`src/rtl/sp_dma_pkg.sv`:
```
// Shared SRAM geometry for the SP core, its controller, the SRAM and the DMA engine.
package sp_dma_pkg;

    localparam int SP_ADDR_W = 16;
    localparam int SP_DATA_W = 32;
    localparam int SP_LEN_W  = 16;

endpackage

```
`src/rtl/sp_dma.sv`:
```
// Block-copy engine sharing the SP SRAM port; moves len words from src to dst,
// touching the port only in cycles where grant is high.
//
// state | meaning
// IDLE  | waiting for start; parameters latched on accept
// RD    | issue read of src+i when granted
// WT    | capture read data into buf
// WR    | issue write of buf to dst+i when granted
// DN    | one-cycle done pulse

module sp_dma
    import sp_dma_pkg::*;
#(
    parameter int ADDR_W = SP_ADDR_W,
    parameter int DATA_W = SP_DATA_W,
    parameter int LEN_W  = SP_LEN_W
) (
    input  logic              clk,
    input  logic              reset,
    input  logic              start,
    input  logic [ADDR_W-1:0] src,
    input  logic [ADDR_W-1:0] dst,
    input  logic [LEN_W-1:0]  len,
    input  logic              grant,
    output logic [ADDR_W-1:0] mem_addr,
    output logic [DATA_W-1:0] mem_di,
    output logic              mem_en,
    output logic              mem_we,
    input  logic [DATA_W-1:0] mem_do,
    output logic              busy,
    output logic              done
);

    localparam logic [2:0] S_IDLE = 3'd0;
    localparam logic [2:0] S_RD   = 3'd1;
    localparam logic [2:0] S_WT   = 3'd2;
    localparam logic [2:0] S_WR   = 3'd3;
    localparam logic [2:0] S_DN   = 3'd4;

    logic [2:0]        state;
    logic [LEN_W-1:0]  idx;
    logic [ADDR_W-1:0] src_r;
    logic [ADDR_W-1:0] dst_r;
    logic [LEN_W-1:0]  len_r;
    logic [DATA_W-1:0] buf_r;
    logic              last_word;

    // len_r is nonzero whenever WR is reachable, so len_r-1 never underflows there
    assign last_word = (idx == len_r - LEN_W'(1));

    always_ff @(posedge clk or posedge reset) begin
        if (reset) begin
            state <= S_IDLE;
            idx   <= '0;
            src_r <= '0;
            dst_r <= '0;
            len_r <= '0;
            buf_r <= '0;
        end else begin
            case (state)
                S_IDLE: begin
                    if (start) begin
                        src_r <= src;
                        dst_r <= dst;
                        len_r <= len;
                        idx   <= '0;
                        state <= (len == '0) ? S_DN : S_RD;
                    end
                end
                S_RD: begin
                    if (grant) state <= S_WT;
                end
                S_WT: begin
                    buf_r <= mem_do;
                    state <= S_WR;
                end
                S_WR: begin
                    if (grant) begin
                        if (last_word) begin
                            state <= S_DN;
                        end else begin
                            idx   <= idx + LEN_W'(1);
                            state <= S_RD;
                        end
                    end
                end
                S_DN:    state <= S_IDLE;
                default: state <= S_IDLE;
            endcase
        end
    end

    // Port drive is purely combinational so the SP-top mux sees it in the granted cycle
    always_comb begin
        mem_en   = 1'b0;
        mem_we   = 1'b0;
        mem_addr = '0;
        mem_di   = '0;
        if (grant) begin
            if (state == S_RD) begin
                mem_en   = 1'b1;
                mem_addr = src_r + ADDR_W'(idx);
            end else if (state == S_WR) begin
                mem_en   = 1'b1;
                mem_we   = 1'b1;
                mem_addr = dst_r + ADDR_W'(idx);
                mem_di   = buf_r;
            end
        end
    end

    assign busy = (state == S_RD) || (state == S_WT) || (state == S_WR);
    assign done = (state == S_DN);

endmodule

```
`config.mk`:
```
export PLATFORM = sky130hd
export DESIGN_NAME = sp_dma
export DESIGN_NICKNAME = d
export VERILOG_FILES = /design/src/rtl/sp_dma_pkg.sv /design/src/rtl/sp_dma.sv
export SDC_FILE = /design/constraint.sdc
export NUM_CORES = 1
export LEC_CHECK = 0
export CORE_MARGIN = 5
export CORE_UTILIZATION = 40
export DETAILED_ROUTE_END_ITERATION = 16
export PLACE_DENSITY = 0.68
export SLEW_MARGIN = 20
export SYNTH_ARGS = -nofsm -noshare
export SYNTH_HDL_FRONTEND = slang
export SYNTH_SLANG_ARGS = --single-unit
```
`constraint.sdc`:
```
create_clock -name clk -period 3.2 [get_ports clk]
set_input_delay 0.32 -clock clk [delete_from_list [all_inputs] [get_ports clk]]
set_output_delay 0.32 -clock clk [all_outputs]
set_load 0.02 [all_outputs]
```
==> results.toml <==
[status]
status = "completed"

[sta]
skew_ns = 0.0128
worstMarginPinSlew_ns = 0.701
fin_crit_sh = 0.984
final_hold_viol_count = 0
period_needed_ns = 3.15
slew_violations = 0
fmax_mhz = 318
slew_headroom = 0.533
rsz0062_at_grt = "true"
setup_viol = 0

[power_and_ir_drop]
combPwrFrac = 0.557
power.share.clock = 0.143
p_sw_frac = 0.396
p_leak_uw = 0.00369
irDropWorstVdd_mv = 0.466
p_int_uw = 4440
p_seq_frac = 0.300
powerDensity_mw_per_mm2 = 834
power_switching_uw = 2900

[worst_setup_path]
critical_path_class = "register to output port"
cp-end-kind = "output port"
path_max_fanout = 2
critPathArrivalTime_ns = 2.83
cp.required_ns = 2.88
cp-start-kind = "register"

[drt]
route.antenna.remaining_nets = 0
wl_um = 17400
drc_errors = 0
first_pass_iters = 6
wl_per_cell_um = 17.1
via_count = 5423
viasPerCell = 5.34
drt_iter0_drc = 287

[floorplanning]
fp.dieArea_sq_mm = 0.0184
start_util = 0.411
io_pins = 136
core_sq_mm = 0.0153
rows = 45
die_height_um = 135
chipWidth_um = 135

[clock_network]
cts_sinks = 99
cts.clk_slew.worst_paths_ns = 0.07
cts_root_buf = "clkbuf_16"
numCtsBuffers = 9
clkLatencyLatePin_ns = 0.35
h-tree-depth = 3
cts.path.max_buffers = 2
cts_tree = "yes"

[logic_synthesis]
synth-edff-count = 0
synth_top_area_share = 0.393
synth_area_leaders = "dfrtp_1 39%, mux2_2 14%, ha_1 6.4%"
yosysTopAreaCell = "dfrtp_1"
syn_inst = 614
netlist_area_sq_mm = 0.00630
avgSynthCellArea_sq_um = 10.3
syn-num-nets = 732
synth-seq-cells = 99
synth-main-ff-cell = "dfrtp_1"
postSynth.asyncResetShare = 1.00
yosysWarnings = 0
synth_sequential_area_ratio = 0.393
yosysUniqueCellTypes = 66

[layout]
final_util = 0.575
syn2layout_area_growth_pct = 39.8
nets = 918
final_area_sq_mm = 0.00880
num_antenna_cells = 0
drive_above_1_share = 0.276
fin_cells = 1015

[place]
routabilityCongestion = 0.860
dp_hpwl_um = 13300
place_inst = 995
io_buffers = 135
post_dp_cell_area_sq_mm = 0.00831

[job]
maxCapViolCount = 0

[global_routing]
grt_pass1_wl_um = 28200
grt_max_degree = 57
grt_use_total = 0.190
grt_antenna_before_repair = 0
grt_pass1_vias = 5667
globalRouteOverflowTotal = 0

[worst_hold_path]
hp-class = "input port to asynchronous set/reset pin"
[cell type report]
| type | count | area [sq um] |
|---|---|---|
| Tap cell | 211 | 264 |
| Fill cell | 1353 | 6510 |
| Inverter | 21 | 81.3 |
| Clock inverter | 6 | 53.8 |
| Clock buffer | 9 | 225 |
| Timing Repair Buffer | 199 | 1830 |
| Multi-Input combinational cell | 470 | 3870 |
| Sequential cell | 99 | 2480 |
[cell usage after synthesis, types with 11 or more instances]
library cell  count
xor2_1           16
xnor2_1          37
ha_1             32
and2_1           35
clkbuf_1         21
o21ai_0          20
nor2_1           35
mux2_2           77
inv_1            21
dfrtp_1          99
nor4_1           11
nor3_1           11
nand2_1          25
a21oi_1          27
nand3_1          15
[power by group through the flow]
stage               clock network (uW)  logic, uW  registers, uW
global route                      1130       4470           2280
detailed placement                   0       3930           2210
CTS                               1080       3990           2200
finish                            1050       4090           2210
global placement                     0       3820           2180
floorplan                            0       2570           2110
[cell families after synthesis]
family / Yosys count / share of synthesized area
xor gates and xnor gates: 53 / 0.0737
and+or+nand+nor: 189 / 0.167
muxes: 77 / 0.138
DFF: 99 / 0.393
adders and majority gates: 34 / 0.0699
AOI/OAI and AO/OA: 117 / 0.129
buffers and inverters: 45 / 0.0292
[layer usage]
layer	up-vias	global-route usage	part of all wire
met4	0	0.0515	0.017
met1	2645	0.227	0.41
met3	23	0.0628	0.073
met2	142	0.329	0.50
met5	-	0	0
li1	2613	-	-
[metrics by stage]
stage	setup TNS [ns]	hold WS [ns]	power [uW]	setup WS, ns
floorplan	-0.0466	0.422	4670	-0.0466
global placement	-0.710	0.481	6000	-0.215
detailed placement	-1.73	0.488	6140	-0.295
CTS	-0.0338	0.465	7270	-0.0338
global route	-0.266	0.504	7880	-0.130
finish	0	0.441	7340	0.0524
[placed cells by master (no fill, tap or decap), drive strengths merged, types with 8 or more instances in the layout]
master	n
xnor2	37
nand3	15
nor4	12
xor2	16
buf	71
mux2	77
or3	8
dfrtp	99
and2	35
ha	32
inv	22
nand2b	9
a211oi	9
clkdlybuf4s50	122
clkbuf	10
o21ai	20
nor3	11
a21oi	28
nor2	35
nand2	25
nand4	8
[worst max-delay path, stage by stage (launching register included)]
cell and delay, ns:
dfrtp_1 0.40, ha_2 0.20, fa_2 0.36, a211o_1 0.31, a21oi_2 0.17, o21ai_2 0.10
a41oi_2 0.20, a21oi_2 0.09, a31oi_1 0.22, xor2_1 0.09, o22ai_1 0.17, buf_4 0.17
[worst paths after layout]
path	from	endpoint	slack (ns)	cells past startpoint
worst max-delay path	idx[0]	mem_addr[14]	0.05	11
worst min-delay path	reset	buf_r[27]	0.44	2
worst max register to register	len_r[0]	idx[15]	0.16	11
worst min register to register	buf_r[4]	buf_r[4]	0.50	1
max in group asynchronous	reset	idx[15]	2.06	3
min in group clk	buf_r[4]	buf_r[4]	0.50	1
[repair_timing]
item,4_1_cts,5_1_grt
gates resized for setup,57,40
cloned,0,0
endpoints found under the setup margin,31,57
hold buffers,0,0
hold endpoints to repair,0,0
setup buffers,3,2
pin swaps,10,24
[flip-flops by register name, indices dropped and copies added (netlist names)]
register	flops
buf_r	32
dst_r	16
idx	16
len_r	16
src_r	16
state	3
Power figures use the tool's default switching activity.
